`config.mk`:
```
export PLATFORM = sky130hd
export DESIGN_NAME = udsp_frame_scheduler
export DESIGN_NICKNAME = d
export VERILOG_FILES = /design/src/rtl/udsp_sched_pkg.sv /design/src/rtl/udsp_wr_fifo.sv /design/src/rtl/udsp_frame_scheduler.sv
export SDC_FILE = /design/constraint.sdc
export NUM_CORES = 1
export LEC_CHECK = 0
export ABC_CLOCK_PERIOD_IN_PS = 15930
export BUFFER_PORTS_ARGS = -buffer_cell sky130_fd_sc_hd__buf_2
export CORE_UTILIZATION = 36
export DETAILED_ROUTE_END_ITERATION = 6
export PLACE_DENSITY_LB_ADDON = 0.2
export SYNTH_ARGS = -nofsm -noshare
export SYNTH_HDL_FRONTEND = slang
export SYNTH_SLANG_ARGS = --single-unit
```
`constraint.sdc`:
```
create_clock -name clk -period 15.93 [get_ports clk]
set_input_delay 1.593 -clock clk [delete_from_list [all_inputs] [get_ports clk]]
set_output_delay 1.593 -clock clk [all_outputs]
set_load 0.02 [all_outputs]
```
`src/rtl/udsp_sched_pkg.sv`:
```
// Shared types and default constants for the uDSP frame scheduler.
// No logic; no latency; no backpressure.
package udsp_sched_pkg;

    typedef enum logic [1:0] {
        IDLE  = 2'd0,
        START = 2'd1,
        RUN   = 2'd2,
        DONE  = 2'd3
    } state_t;

    localparam int DAW_DEF        = 10;
    localparam int DWW_DEF        = 36;
    localparam int RUN_CYCLES_DEF = 516;
    localparam int FIFO_DEPTH_DEF = 8;
    localparam int OVR_W_DEF      = 8;

endpackage

```
`src/rtl/udsp_wr_fifo.sv`:
```
// Generic synchronous FIFO buffering host writes; head entry visible on dout.
// Latency: one cycle from push to visible head; full/empty registered from occupancy.
// Backpressure: push ignored when full unless a pop frees a slot in the same cycle.
module udsp_wr_fifo #(
    parameter int W     = 46,
    parameter int DEPTH = 8
) (
    input  logic         clk,
    input  logic         reset_n,
    input  logic         push,
    input  logic         pop,
    input  logic [W-1:0] din,
    output logic [W-1:0] dout,
    output logic         full,
    output logic         empty
);

    localparam int AW = $clog2(DEPTH);

    logic [W-1:0]  mem_q [DEPTH];
    logic [AW-1:0] wr_ptr_q, wr_ptr_d;
    logic [AW-1:0] rd_ptr_q, rd_ptr_d;
    logic [AW:0]   count_q, count_d;
    logic          full_q, full_d;
    logic          empty_q, empty_d;
    logic          do_push, do_pop;

    assign do_pop  = pop && !empty_q;
    assign do_push = push && (!full_q || do_pop);

    always_comb begin
        wr_ptr_d = wr_ptr_q;
        rd_ptr_d = rd_ptr_q;
        count_d  = count_q;
        if (do_push) wr_ptr_d = wr_ptr_q + AW'(1);
        if (do_pop)  rd_ptr_d = rd_ptr_q + AW'(1);
        if (do_push && !do_pop)      count_d = count_q + (AW+1)'(1);
        else if (!do_push && do_pop) count_d = count_q - (AW+1)'(1);
        full_d  = (count_d == (AW+1)'(DEPTH));
        empty_d = (count_d == '0);
    end

    always_ff @(posedge clk or negedge reset_n) begin
        if (!reset_n) begin
            wr_ptr_q <= '0;
            rd_ptr_q <= '0;
            count_q  <= '0;
            full_q   <= 1'b0;
            empty_q  <= 1'b1;
        end else begin
            wr_ptr_q <= wr_ptr_d;
            rd_ptr_q <= rd_ptr_d;
            count_q  <= count_d;
            full_q   <= full_d;
            empty_q  <= empty_d;
        end
    end

    // Storage needs no reset: occupancy gates every read.
    always_ff @(posedge clk) begin
        if (do_push) mem_q[wr_ptr_q] <= din;
    end

    assign dout  = mem_q[rd_ptr_q];
    assign full  = full_q;
    assign empty = empty_q;

endmodule

```
`src/rtl/udsp_frame_scheduler.sv`:
```
// Starts the uDSP once per sample tick, runs it for a fixed budget, muxes the memory write port.
// Latency: START 1 cycle, RUN RUN_CYCLES cycles, DONE 1 cycle; mem_* mux is combinational.
// Backpressure: host_ready drops when the write buffer is full; ticks while busy are dropped and counted.
module udsp_frame_scheduler
    import udsp_sched_pkg::*;
#(
    parameter int DAW        = DAW_DEF,
    parameter int DWW        = DWW_DEF,
    parameter int RUN_CYCLES = RUN_CYCLES_DEF,
    parameter int FIFO_DEPTH = FIFO_DEPTH_DEF,
    parameter int OVR_W      = OVR_W_DEF
) (
    input  logic             clk,
    input  logic             reset_n,
    input  logic             sample_tick,
    output logic             dsp_start,
    output logic             busy,
    output logic             frame_done,
    output logic [OVR_W-1:0] overrun_count,
    input  logic             host_valid,
    output logic             host_ready,
    input  logic [DAW-1:0]   host_addr,
    input  logic [DWW-1:0]   host_data,
    input  logic [DAW-1:0]   dsp_addrW,
    input  logic [DWW-1:0]   dsp_dataW,
    input  logic             dsp_writeEn,
    output logic [DAW-1:0]   mem_addrW,
    output logic [DWW-1:0]   mem_dataW,
    output logic             mem_writeEn
);

    localparam int CW = $clog2(RUN_CYCLES);

    state_t           state_q, state_d;
    logic [CW-1:0]    cnt_q, cnt_d;
    logic [OVR_W-1:0] ovr_q, ovr_d;
    logic             dsp_start_q, dsp_start_d;
    logic             busy_q, busy_d;
    logic             frame_done_q, frame_done_d;
    logic             rdy_q;

    logic             fifo_full, fifo_empty, fifo_push, fifo_pop;
    logic [DAW+DWW-1:0] fifo_dout;
    logic             core_owns_port;

    always_comb begin
        state_d = state_q;
        cnt_d   = cnt_q;
        ovr_d   = ovr_q;
        unique case (state_q)
            IDLE:  if (sample_tick) state_d = START;
            START: begin
                cnt_d   = CW'(RUN_CYCLES - 1);
                state_d = RUN;
            end
            RUN: begin
                if (cnt_q == '0) state_d = DONE;
                else             cnt_d   = cnt_q - CW'(1);
            end
            DONE:  state_d = IDLE;
        endcase
        if (sample_tick && state_q != IDLE && ovr_q != '1) ovr_d = ovr_q + OVR_W'(1);
        // Outputs are registered from the next state so they line up with it.
        dsp_start_d  = (state_d == START);
        busy_d       = (state_d != IDLE);
        frame_done_d = (state_d == DONE);
    end

    always_ff @(posedge clk or negedge reset_n) begin
        if (!reset_n) begin
            state_q      <= IDLE;
            cnt_q        <= '0;
            ovr_q        <= '0;
            dsp_start_q  <= 1'b0;
            busy_q       <= 1'b0;
            frame_done_q <= 1'b0;
            rdy_q        <= 1'b0;
        end else begin
            state_q      <= state_d;
            cnt_q        <= cnt_d;
            ovr_q        <= ovr_d;
            dsp_start_q  <= dsp_start_d;
            busy_q       <= busy_d;
            frame_done_q <= frame_done_d;
            rdy_q        <= 1'b1;
        end
    end

    assign fifo_push = host_valid && host_ready;
    assign fifo_pop  = (state_q == IDLE) && !fifo_empty;

    udsp_wr_fifo #(
        .W     (DAW + DWW),
        .DEPTH (FIFO_DEPTH)
    ) u_wr_fifo (
        .clk     (clk),
        .reset_n (reset_n),
        .push    (fifo_push),
        .pop     (fifo_pop),
        .din     ({host_addr, host_data}),
        .dout    (fifo_dout),
        .full    (fifo_full),
        .empty   (fifo_empty)
    );

    // The core free-runs past its budget, so its writes only count in RUN/DONE.
    assign core_owns_port = (state_q == RUN) || (state_q == DONE);

    always_comb begin
        mem_writeEn = 1'b0;
        mem_addrW   = '0;
        mem_dataW   = '0;
        if (core_owns_port) begin
            mem_writeEn = dsp_writeEn;
            mem_addrW   = dsp_addrW;
            mem_dataW   = dsp_dataW;
        end else if (fifo_pop) begin
            mem_writeEn = 1'b1;
            {mem_addrW, mem_dataW} = fifo_dout;
        end
    end

    assign dsp_start     = dsp_start_q;
    assign busy          = busy_q;
    assign frame_done    = frame_done_q;
    assign overrun_count = ovr_q;
    assign host_ready    = rdy_q && !fifo_full;

endmodule

```
==> qor_table.md, run 1 <==
| Item | Value | Unit |
|:---|:---|:---|
| Status | complete, but fails checks | - |
| Failing checks | design-rule violations | - |
| Final weighted congestion in routability-driven placement | 0.749 | - |
| Clock buffers created by TritonCTS | 44 | - |
| Count of buffers added by post-CTS timing repair for setup | 0 | - |
| Via count | 9032 | - |
| TritonCTS clock tree | yes | - |
| Min-delay worst type | reg -> reg | - |
| Aggregate routed wire length | 38400 | um |
| Horiz. Die Dim | 215 | um |
| Total Nets Final | 1244 | - |
| Post-synthesis area per instance | 16.8 | sq um |
| Clock group share of total power | 0.285 | - |
| Worst endpoint required time | 14.34 | ns |
| Filler cells | 4035 | - |
| Net switching fraction of the power | 0.348 | - |
| Total DRC errors in the routed layout | 2 | - |
| Fraction of the yosys area taken by sequential cells | 0.731 | - |
| Final setup vio count | 0 | - |
| Combinational fraction of design power | 0.332 | - |
| Pin count of the biggest net entering global routing | 72 | - |
| Setup repair after global routing missed its margin | no | - |
| Detailed-routing iteration count for the pre-antenna-repair pass | 7 | - |
| PnR Total Power | 3.55 | mW |
| Crit share post-route | 0.358 | - |
| Multi-input gate area | 4190 | sq um |
| FF+latch count, synth | 404 | - |
| Worst-path clk slew | 0.06 | ns |
| Via count of the first global-routing pass | 9162 | - |
| Area of the placeable core | 44500 | sq um |
| Slew at the pin closest to its max-slew limit | 1.03 | ns |
| Number of cell rows | 77 | - |
| Worst-case headroom to the max-slew limit | 0.316 | - |
| Max Clock Freq | 175 | MHz |
| Antenna violations before repair | 7 | - |
| Count of pins over their slew limit | 0 | - |
| Worst-skew pair later-pin latency | 0.57 | ns |
| Library cells used by synthesis | 49 | - |
| Number of cells upsized or downsized after cts | 0 | - |
| Category of cells accounting for the largest share of critical-path delay | buffers and inverters | - |
| Highest net fanout along the worst path | 71 | - |
| I/O pin cnt | 156 | - |
| Initial drt markers | 560 | - |
| Combined flip-flop and latch cell area | 12000 | sq um |
| IR Drop Worst-Case VDD | 0.106 | mV |
| Area overhead of the layout relative to synthesis | 17.8 | % |
| Routed WL per cell | 21.7 | um |
| Post-synth top flop | edfxtp_1 | - |
| Number of maximum-capacitance violations | 0 | - |
| Combined global-route utilization of all metal layers | 0.166 | - |
| Critical path buffer and inverter count | 3 | - |
| Post-DP HPWL | 19500 | um |
| First-pass GRT wire length | 57600 | um |
| Fraction of layout cells with a size suffix above 1 | 0.360 | - |
| Worst-path cell with the longest stage delay | buf_4 | - |
| Critical path's most frequent cell | buf_4 | - |
| Total count of hold-check failures in the final report | 0 | - |
| Clock buffer depth | 3 | - |
| CTS root buffer | clkbuf_16 | - |
| Post-place setup slack | 10.70 | ns |
| Worst Setup End Kind | output port | - |
| Final worst slack | 10.23 | ns |
| Via-to-Cell Ratio | 5.12 | - |
| Die height | 215 | um |
| Sum of overflow across all layers after global routing | 0 | - |
| Die footprint | 46300 | sq um |
| CP Class | reg -> out | - |
| Post-synthesis cell count | 971 | - |
| Synthesis Warnings | 0 | - |
| Longest individual stage delay on the worst path | 0.86 | ns |
| Leakage power total | 6.66 | nW |
| Int Power | 2.31 | mW |
| Number of synthesized flops with an enable pin | 368 | - |
| Power per Cell Area | 184 | nW/um^2 |
| Final ANT Viol Nets | 0 | - |
| Synthesized cell area | 16400 | sq um |
| Sequential group share of total power | 0.383 | - |
| Arr. time, crit path | 4.11 | ns |
| Count of port buffers added during placement | 155 | - |
| Initial core utilization | 0.367 | - |
| Net Sw Power | 1.23 | mW |
| H-tree depth reported by CTS | 2 | - |
| Critical path, cell by cell | buf_4 -> buf_4 -> mux2_2 -> o22ai_1 -> o31ai_1 -> buf_2 | - |
| Setup crit start kind | flop | - |
| Async set-reset flop share out of synthesis | 0.0891 | - |
| Post-Synthesis Net Count | 1080 | - |
| TritonCTS Sinks | 404 | - |
| Worst clock skew on the final layout | 0.0158 | ns |
| Hold_buf cts | 0 | - |
| Setup TNS | 0 | ns |
| Final worst path period need | 5.70 | ns |
## cell usage in the layout (no fill, tap or decap), types with 3 or more instances in the layout
master,instances
ha_1,12
o31ai_1,41
nor2b_1,3
bufinv_16,4
xor2_1,6
buf_2,155
dfrtp_1,34
o311ai_0,3
or2_2,3
mux2_2,153
nand2b_1,4
a31oi_1,4
buf_4,17
a21oi_1,4
o22ai_1,76
clkinv_1,6
clkbuf_16,45
nor3_1,12
nor3_2,4
edfxtp_1,368
nor2_1,14
clkinv_2,8
nand3_1,6
mux4_2,16
xnor2_1,8
nand2_1,69
inv_1,13
o21ai_0,17
nor2_4,3
mux2i_1,8
clkbuf_1,15
## path summary, 6_finish.rpt
| check | depth (start not counted) | from | to | slack (ns) |
|---|---|---|---|---|
| max in group asynchronous | 1 | reset_n | u_wr_fifo.rd_ptr_q[1] | 14.15 |
| setup reg to reg | 4 | u_wr_fifo.full | u_wr_fifo.mem_q[4][44] | 13.60 |
| hold reg to reg | 1 | overrun_count[6] | overrun_count[6] | 0.49 |
| min in group asynchronous | 1 | reset_n | overrun_count[6] | 1.13 |
| hold / removal | 1 | overrun_count[6] | overrun_count[6] | 0.49 |
| setup / recovery | 6 | u_wr_fifo.rd_ptr_q[1] | mem_dataW[15] | 10.23 |
## synthesized netlist by cell type (all sizes together), types with 3 or more instances
| master | instances | area (sq um) |
|---|---|---|
| nand2b | 6 | 37.5 |
| o311ai | 3 | 26.3 |
| nand3 | 6 | 30.0 |
| nor2 | 17 | 63.8 |
| xor2 | 6 | 52.6 |
| mux4 | 16 | 360 |
| a21oi | 5 | 28.8 |
| clkbuf | 38 | 143 |
| mux2 | 154 | 1740 |
| nand2 | 70 | 263 |
| buf | 16 | 76.3 |
| ha | 12 | 150 |
| o22ai | 76 | 475 |
| o21ai | 18 | 90.1 |
| xnor2 | 8 | 70.1 |
| mux2i | 8 | 80.1 |
| nor2b | 3 | 18.8 |
| or3 | 3 | 23.8 |
| or2 | 3 | 18.8 |
| inv | 13 | 48.8 |
| dfrtp | 35 | 876 |
| edfxtp | 368 | 11100 |
| nor3 | 16 | 80.1 |
| a31oi | 4 | 25.0 |
| o31ai | 41 | 308 |
## per-layer routing
metal  up-vias  global-route usage  share of wire
met5         -                   0         0.0010
met4         6              0.0548          0.026
met3        68              0.0369          0.050
met2       239               0.264           0.47
met1      4554               0.226           0.45
li1       4165                   -              -
## registers in the layout, summed over array words and instances (netlist names)
signal,cells
overrun_count,8
u_wr_fifo.mem_q,368
u_wr_fifo.wr_ptr_q,3
cnt_q,10
u_wr_fifo.rd_ptr_q,3
u_wr_fifo.full,1
u_wr_fifo.empty,1
rdy_q,1
state_q,2
frame_done,1
u_wr_fifo.count_q,4
busy,1
dsp_start,1
## final cells by class
type	instances	area share
multi-input cells	500	0.217
well taps	592	0.0385
clock inverters	22	0.0123
flip-flops and latches	404	0.621
repair buffers	172	0.0469
inverters	13	0.00253
diodes	2	0.000260
clock buffers	60	0.0614
## power groups by stage
stage	logic, mW	registers (mW)	clock network, mW
finish	1.18	1.36	1.01
global route	1.27	1.37	1.08
CTS	1.20	1.36	1.04
detailed placement	1.20	1.38	0
global placement	1.19	1.38	0
floorplan	0.826	1.35	0
## through the flow
stage	utilization	cells	hold slack, ns	cell area, sq um
6_report	0.433	1765	0.488	19300
5_1_grt	0.433	1765	0.515	19300
4_1_cts	0.433	1763	0.494	19300
3_5_place_dp	0.401	1681	0.484	17800
3_3_place_gp	0.401	1681	0.480	17800
2_1_floorplan	-	971	0.451	16400
## cell families (layout without fill, tap and decap cells)
| kind of cell | Yosys count | count (layout) | share of synthesized area |
|---|---|---|---|
| AO/OA/AOI/OAI | 157 | 157 | 0.0634 |
| XOR/XNOR | 14 | 14 | 0.00750 |
| adder cells (fa/ha/maj) | 12 | 12 | 0.00918 |
| buffers and inverters | 67 | 267 | 0.0164 |
| flip-flops | 404 | 404 | 0.731 |
| multiplexers | 178 | 178 | 0.133 |
| other | 1 | 3 | 0.000229 |
| AND/OR/NAND/NOR | 138 | 138 | 0.0390 |
Note: power is estimated with default switching activity, not from simulation.
==> inputs of run 2 (changes only) <==
--- a/config.mk
+++ b/config.mk
@@ -5,7 +5,8 @@
 export SDC_FILE = /design/constraint.sdc
 export NUM_CORES = 1
 export LEC_CHECK = 0
-export ABC_CLOCK_PERIOD_IN_PS = 15930
+export ABC_AREA = 1
+export ABC_CLOCK_PERIOD_IN_PS = 5100
 export BUFFER_PORTS_ARGS = -buffer_cell sky130_fd_sc_hd__buf_2
 export CORE_UTILIZATION = 36
 export DETAILED_ROUTE_END_ITERATION = 6
==> constraint.sdc (replaced) <==
create_clock -name clk -period 5.1 [get_ports clk]
set_input_delay 0.51 -clock clk [delete_from_list [all_inputs] [get_ports clk]]
set_output_delay 0.51 -clock clk [all_outputs]
set_load 0.02 [all_outputs]
==> run 2 against run 1 <==
  * The flow now finishes without violations
  * Largest cell class unchanged
  * Critical path type unchanged
  * Total power is 110% higher
  * Synthesized cell count is 44% higher
  * Flip-flop and latch count stayed put
  * Combinational power is 45% lower
  * Core utilization is 0.62 points lower
  * Clock power grew to 3.0 times the previous value
  * Non-clock buffer count is 6 higher
  * Die area is 2.2% higher
  * Highest routed layer unchanged
  * First-iteration DRC count is 64% higher
  * Critical path depth is 1 higher
  * Hold slack worse by 0.42 ns
  * Clock skew is 0.0083 ns lower
  * Critical endpoint is now mem_addrW[0]
==> qor_table.md, run 2 <==
| Item | Value | Unit |
|:---|:---|:---|
| Final core occ | 0.427 | - |
| Clock buffer depth | 3 | - |
| Post-Place Cell Area | 18100 | sq um |
| Highest net fanout along the worst path | 85 | - |
| CP Class | reg -> out | - |
| Crit share post-route | 0.751 | - |
| Antenna violations before repair | 6 | - |
| Total Nets Final | 1653 | - |
| Initial core utilization | 0.367 | - |
| Total DRC errors in the routed layout | 0 | - |
| Flip-flop count of the largest register, all copies and words added | 368 | - |
| Status | finished clean | - |
| Post-Synthesis Net Count | 1508 | - |
| Initial drt markers | 917 | - |
| Number of maximum-capacitance violations | 0 | - |
| Post-synthesis cell count | 1399 | - |
| First-pass GRT wire length | 61100 | um |
| Hold_buf cts | 0 | - |
| Final setup vio count | 0 | - |
| Via count | 10.9k | - |
| Setup TNS | 0 | ns |
| Final ANT Viol Nets | 0 | - |
| Post-synth top cells | edfxtp_1 (368), nor2_1 (308), nand2_1 (166), o21ai_0 (145), o211ai_1 (93) | - |
| Sum of overflow across all layers after global routing | 0 | - |
| Synthesized cell area | 16700 | sq um |
| Detailed-routing iteration count for the pre-antenna-repair pass | 5 | - |
| TritonCTS clock tree | yes | - |
| Final standard cell area without fillers | 19400 | sq um |
| Most frequent standard cell in the layout excluding fill and tap cells | edfxtp_1 | - |
| Filler cells | 4202 | - |
| Leakage power total | 7.09 | nW |
| Area overhead of the layout relative to synthesis | 16.3 | % |
| Async set-reset flop share out of synthesis | 0.0891 | - |
| Die height | 217 | um |
| Worst Setup End Kind | output port | - |
| Count of pins over their slew limit | 0 | - |
| Clock buffers created by TritonCTS | 44 | - |
| PnR Total Power | 7.61 | mW |
| H-tree depth reported by CTS | 2 | - |
| Count of buffers added by post-CTS timing repair for setup | 0 | - |
| Number of synthesized flops with an enable pin | 368 | - |
| Final worst path period need | 3.83 | ns |
| Routed WL per cell | 18.4 | um |
| Fin Hold WS | 0.0690 | ns |
| Via-to-Cell Ratio | 5.01 | - |
| Final weighted congestion in routability-driven placement | 0.758 | - |
| Pin count of the biggest net entering global routing | 86 | - |
| Area of the placeable core | 45600 | sq um |
| Largest area contributor in the synthesized netlist | edfxtp_1 | - |
| Worst endpoint required time | 4.59 | ns |
| I/O pin cnt | 156 | - |
| Setup repair after global routing missed its margin | no | - |
| Min-delay worst type | in -> async | - |
| Synthesis Warnings | 0 | - |
| Post-DP HPWL | 21700 | um |
| Worst clock skew on the final layout | 0.00755 | ns |
| Horiz. Die Dim | 217 | um |
| Count of port buffers added during placement | 155 | - |
| Slew at the pin closest to its max-slew limit | 1.01 | ns |
| Arr. time, crit path | 3.32 | ns |
| Post-synth top flop | edfxtp_1 | - |
| Fraction of the yosys area taken by sequential cells | 0.715 | - |
| Library cells used by synthesis | 30 | - |
| Most frequent cell after synthesis | edfxtp_1 | - |
| Worst-skew pair later-pin latency | 0.55 | ns |
| Multi-input gate area | 4250 | sq um |
| Setup crit start kind | flop | - |
| Power per Cell Area | 392 | nW/um^2 |
| IR Drop Worst-Case VDD | 0.231 | mV |
| Die footprint | 47300 | sq um |
| Worst-path clk slew | 0.06 | ns |
| Most used cells in the layout excluding fill and tap cells | edfxtp_1 (368), nor2_1 (300), nand2_1 (166) | - |
| CTS root buffer | clkbuf_16 | - |
| Total count of hold-check failures in the final report | 0 | - |
| TritonCTS Sinks | 404 | - |
| Worst-case headroom to the max-slew limit | 0.322 | - |
| Combined global-route utilization of all metal layers | 0.170 | - |
| Combined flip-flop and latch cell area | 12000 | sq um |
| FF+latch count, synth | 404 | - |
| Aggregate routed wire length | 40000 | um |
| Register with the most flip-flops | u_wr_fifo.mem_q | - |
| Max Clock Freq | 261 | MHz |
| Fraction of layout cells with a size suffix above 1 | 0.161 | - |
| Post-synthesis area per instance | 11.9 | sq um |
| Via count of the first global-routing pass | 10.4k | - |
| Biggest area contributors in the synthesized netlist | edfxtp_1 (66%), nor2_1 (6.9%), dfrtp_1 (5.2%), o21ai_0 (4.3%), o211ai_1 (4.2%) | - |
| Number of cells upsized or downsized after cts | 0 | - |
| Area share of the leading cell type in the synthesized netlist | 0.661 | - |
| Number of cell rows | 78 | - |
run 2: changes by cell type after synthesis, sizes merged, moves of 61 or more:
cell	before	now
o22ai	76	1
nor2	17	311
nand3	6	67
mux2	154	0
o211ai	2	93
o21ai	18	197
nand2	70	167
run 2: final timing paths:
| check | start | end | slack, ns | cells past startpoint |
|---|---|---|---|---|
| max in group asynchronous | reset_n | u_wr_fifo.rd_ptr_q[1] | 4.40 | 1 |
| worst min register to register | cnt_q[9] | cnt_q[9] | 0.52 | 2 |
| worst min-delay path | reset_n | overrun_count[3] | 0.07 | 1 |
| worst max-delay path | u_wr_fifo.rd_ptr_q[0] | mem_addrW[0] | 1.27 | 7 |
| min in group clk | host_data[4] | u_wr_fifo.mem_q[7][4] | 0.23 | 1 |
| worst max register to register | u_wr_fifo.full | u_wr_fifo.mem_q[3][40] | 2.36 | 6 |
run 2: cell families after synthesis:
kind of cell             count (synthesis)  synth area share
AND/OR/NAND/NOR                        551             0.130
flip-flops                             404             0.715
AO/OA/AOI/OAI                          296             0.103
buffers and inverters                  120            0.0347
XOR/XNOR                                15           0.00786
adder cells (fa/ha/maj)                 12           0.00898
other                                    1          0.000224
run 2: critical path, stage by stage (launching register included):
cell      delay, ns
dfrtp_4        1.06
inv_4          0.41
buf_4          0.44
o21ai_0        0.34
o211ai_1       0.13
nand3_1        0.11
nand2_1        0.05
buf_2          0.15
run 2: cell type report:
class                      instances  share of cell area
inverter                          41             0.00805
antenna                            2            0.000257
timing repair buffer             178              0.0507
tap                              600              0.0386
sequential                       404               0.615
multi-input combinational        875               0.218
clock buffer                      57              0.0602
clock inverter                    21             0.00837
run 2: per-stage QoR:
step	cells	setup slack (ns)
floorplan	1399	1.67
global placement	2098	1.85
detailed placement	2098	1.87
CTS	2176	1.27
global route	2177	1.06
finish	2178	1.27
run 2: routing by layer:
layer	routed length [um]	up-vias	track usage
met5	50	-	0
met4	916	8	0.0589
met3	2100	74	0.0317
met2	18700	301	0.272
met1	18300	5259	0.230
li1	-	5268	-
run 2: power breakdown:
| group | leakage, nW | internal (mW) | switching, mW | total [mW] |
|---|---|---|---|---|
| Combinational | 2.69 | 0.189 | 0.456 | 0.646 |
| Clock | 0.649 | 1.76 | 1.22 | 2.98 |
| Sequential | 3.75 | 3.89 | 0.0948 | 3.99 |
==> inputs of run 3 (changes only) <==
--- a/config.mk
+++ b/config.mk
@@ -5,8 +5,8 @@
 export SDC_FILE = /design/constraint.sdc
 export NUM_CORES = 1
 export LEC_CHECK = 0
-export ABC_AREA = 1
-export ABC_CLOCK_PERIOD_IN_PS = 5100
+export ABC_AREA = 0
+export ABC_CLOCK_PERIOD_IN_PS = 3220
 export BUFFER_PORTS_ARGS = -buffer_cell sky130_fd_sc_hd__buf_2
 export CORE_UTILIZATION = 36
 export DETAILED_ROUTE_END_ITERATION = 6
==> constraint.sdc (replaced) <==
create_clock -name clk -period 3.22 [get_ports clk]
set_input_delay 0.322 -clock clk [delete_from_list [all_inputs] [get_ports clk]]
set_output_delay 0.322 -clock clk [all_outputs]
set_load 0.02 [all_outputs]
==> run 3 against run 2 <==
  * Sequential power increased by 68%
  * Wire length decreased by 7.2%
  * Register-to-register slack got worse by 1.4 ns
  * Via count decreased by 16%
  * Sequential share of layout area decreased by 0.48 points
  * Clock skew increased by 0.0083 ns
  * Setup slack got worse by 1.1 ns
  * Critical path depth decreased by 2
  * Highest routed layer unchanged
==> qor_table.md, run 3 (same netlist as run 1, synthesis figures left out) <==
| Item | Value | Unit |
|:---|:---|:---|
| Sequential group share of total power | 0.388 | - |
| TritonCTS clock tree | yes | - |
| Number of cell rows | 77 | - |
| Combined global-route utilization of all metal layers | 0.162 | - |
| Arr. time, crit path | 2.70 | ns |
| Fraction of layout cells with a size suffix above 1 | 0.364 | - |
| Worst Setup End Kind | output port | - |
| Sum of overflow across all layers after global routing | 0 | - |
| Worst endpoint required time | 2.90 | ns |
| Die footprint | 46300 | sq um |
| Min-delay worst type | in -> reg | - |
| Most frequent standard cell in the layout excluding fill and tap cells | edfxtp_1 | - |
| First-pass GRT wire length | 56800 | um |
| R2r setup slk | 0.99 | ns |
| Multi-input gate area | 4200 | sq um |
| Hold path depth | 1 | - |
| Worst clock skew on the final layout | 0.0159 | ns |
| Final standard cell area without fillers | 19600 | sq um |
| Final weighted congestion in routability-driven placement | 0.752 | - |
| Hold wc startpoint | host_addr[8] | - |
| Setup TNS | 0 | ns |
| Number of maximum-capacitance violations | 0 | - |
| Capturing point of the worst reg2reg path | u_wr_fifo.full | - |
| Via count of the first global-routing pass | 9375 | - |
| Post-Place Cell Area | 18100 | sq um |
| Leakage power total | 6.82 | nW |
| Max Clock Freq | 331 | MHz |
| Combined flip-flop and latch cell area | 12000 | sq um |
| Count of pins over their slew limit | 0 | - |
| CTS root buffer | clkbuf_16 | - |
| Setup repair after global routing missed its margin | no | - |
| Worst-case headroom to the max-slew limit | 0.428 | - |
| Int Power | 11.3 | mW |
| Setup crit start kind | flop | - |
| Aggregate routed wire length | 37100 | um |
| Total count of hold-check failures in the final report | 0 | - |
| Net switching fraction of the power | 0.347 | - |
| Count of port buffers added during placement | 155 | - |
| Detailed-routing iteration count for the pre-antenna-repair pass | 5 | - |
| Highest net fanout along the worst path | 36 | - |
| Net Sw Power | 6.01 | mW |
| I/O pin cnt | 156 | - |
| Worst-case hold path end point | u_wr_fifo.mem_q[0][44] | - |
| Routed WL per cell | 20.7 | um |
| H-tree depth reported by CTS | 2 | - |
| Via-to-Cell Ratio | 5.10 | - |
| IR Drop Worst-Case VDD | 0.422 | mV |
| Clock buffer depth | 3 | - |
| Worst-path clk slew | 0.06 | ns |
| Final worst path period need | 3.02 | ns |
| Via count | 9157 | - |
| Clock buffers created by TritonCTS | 44 | - |
| Horiz. Die Dim | 215 | um |
| TritonCTS Sinks | 404 | - |
| Area overhead of the layout relative to synthesis | 19.8 | % |
| Die height | 215 | um |
| Filler cells | 3996 | - |
| Register with the most flip-flops | u_wr_fifo.mem_q | - |
| Combinational fraction of design power | 0.345 | - |
| Total DRC errors in the routed layout | 0 | - |
| Clock group share of total power | 0.267 | - |
| CP Class | reg -> out | - |
| Crit share post-route | 0.939 | - |
| Most used cells in the layout excluding fill and tap cells | edfxtp_1 (368), buf_2 (155), mux2_2 (153) | - |
| Depth of the worst register-to-register path | 4 | - |
| Post-DP HPWL | 21400 | um |
| Initial drt markers | 551 | - |
| Antenna violations before repair | 5 | - |
| Worst-skew pair later-pin latency | 0.58 | ns |
| Flip-flop count of the largest register, all copies and words added | 368 | - |
| Final setup vio count | 0 | - |
| Area of the placeable core | 44500 | sq um |
| Pin count of the biggest net entering global routing | 48 | - |
| Startpoint of the worst register-to-register path | u_wr_fifo.full | - |
| Power per Cell Area | 885 | nW/um^2 |
| Final ANT Viol Nets | 0 | - |
| Slew at the pin closest to its max-slew limit | 0.858 | ns |
| Total Nets Final | 1279 | - |
| Initial core utilization | 0.367 | - |
| Status | finished clean | - |
[run 3: changes by cell type in the layout (fill, tap and decap cells not counted), sizes merged, moves of 18 or more]
cell / change
o22ai: +75
nor2: -294
o211ai: -91
mux2: +154
o31ai: +41
inv: -26
nand3: -61
dlygate4sd3: +18
o21ai: -179
nand2: -97
[run 3: final cells by class]
| type | count | area share |
|---|---|---|
| flip-flops and latches | 404 | 0.611 |
| multi-input cells | 500 | 0.215 |
| repair buffers | 207 | 0.0670 |
| clock buffers | 55 | 0.0594 |
| well taps | 592 | 0.0378 |
| clock inverters | 22 | 0.00799 |
| inverters | 13 | 0.00249 |
| diodes | 1 | 0.000128 |
[run 3: stage by stage]
stage | hold slack, ns | std cells | util | setup WS [ns] | power [mW]
CTS | 0.000199 | 1793 | 0.440 | 0.136 | 17.6
finish | 0.0258 | 1794 | 0.440 | 0.198 | 17.3
global route | 0.0153 | 1794 | 0.440 | 0.0364 | 18.2
global placement | 0.482 | 1698 | 0.406 | 0.660 | 12.8
detailed placement | 0.479 | 1698 | 0.406 | 0.516 | 12.9
floorplan | 0.0264 | 971 | - | -1.24 | 10.8
[run 3: worst max-delay path: stages, from the launching register on]
cell	delay, ns
dfrtp_4	0.79
buf_4	0.33
mux2_2	0.36
o22ai_1	0.31
o31ai_1	0.12
buf_2	0.18
[run 3: power groups by stage]
stage / Combinational (mW) / Clock (mW) / Sequential (mW)
detailed placement: 6.05 / 0 / 6.84
global route: 6.48 / 4.96 / 6.80
floorplan: 4.09 / 0 / 6.69
finish: 5.98 / 4.63 / 6.72
global placement: 6.01 / 0 / 6.81
CTS: 6.10 / 4.78 / 6.73
[run 3: worst max path at each step]
| stage | start | endpoint | slack (ns) |
|---|---|---|---|
| 2_1_floorplan | u_wr_fifo.full | u_wr_fifo.mem_q[2][0] | -1.24 |
| 3_3_place_gp | state_q[0] | mem_addrW[8] | 0.66 |
| 3_5_place_dp | state_q[0] | mem_addrW[7] | 0.52 |
| 4_1_cts | u_wr_fifo.rd_ptr_q[1] | mem_dataW[14] | 0.14 |
| 5_1_grt | u_wr_fifo.rd_ptr_q[0] | mem_addrW[9] | 0.04 |
| 6_report | u_wr_fifo.rd_ptr_q[1] | mem_dataW[14] | 0.20 |
[run 3: routing by layer]
| layer | GRT usage | vias to the layer above | routed length, um |
|---|---|---|---|
| li1 | - | 4230 | - |
| met1 | 0.219 | 4660 | 17000 |
| met2 | 0.263 | 201 | 17600 |
| met3 | 0.0283 | 60 | 1540 |
| met4 | 0.0593 | 6 | 891 |
| met5 | 0 | - | 37 |
[run 3: timing repair]
action,4_1_cts,5_1_grt
hold endpoints to repair,139,0
setup endpoints to repair,46,0
buffers inserted,0,0
hold buffers,18,0
gates resized for setup,1,0
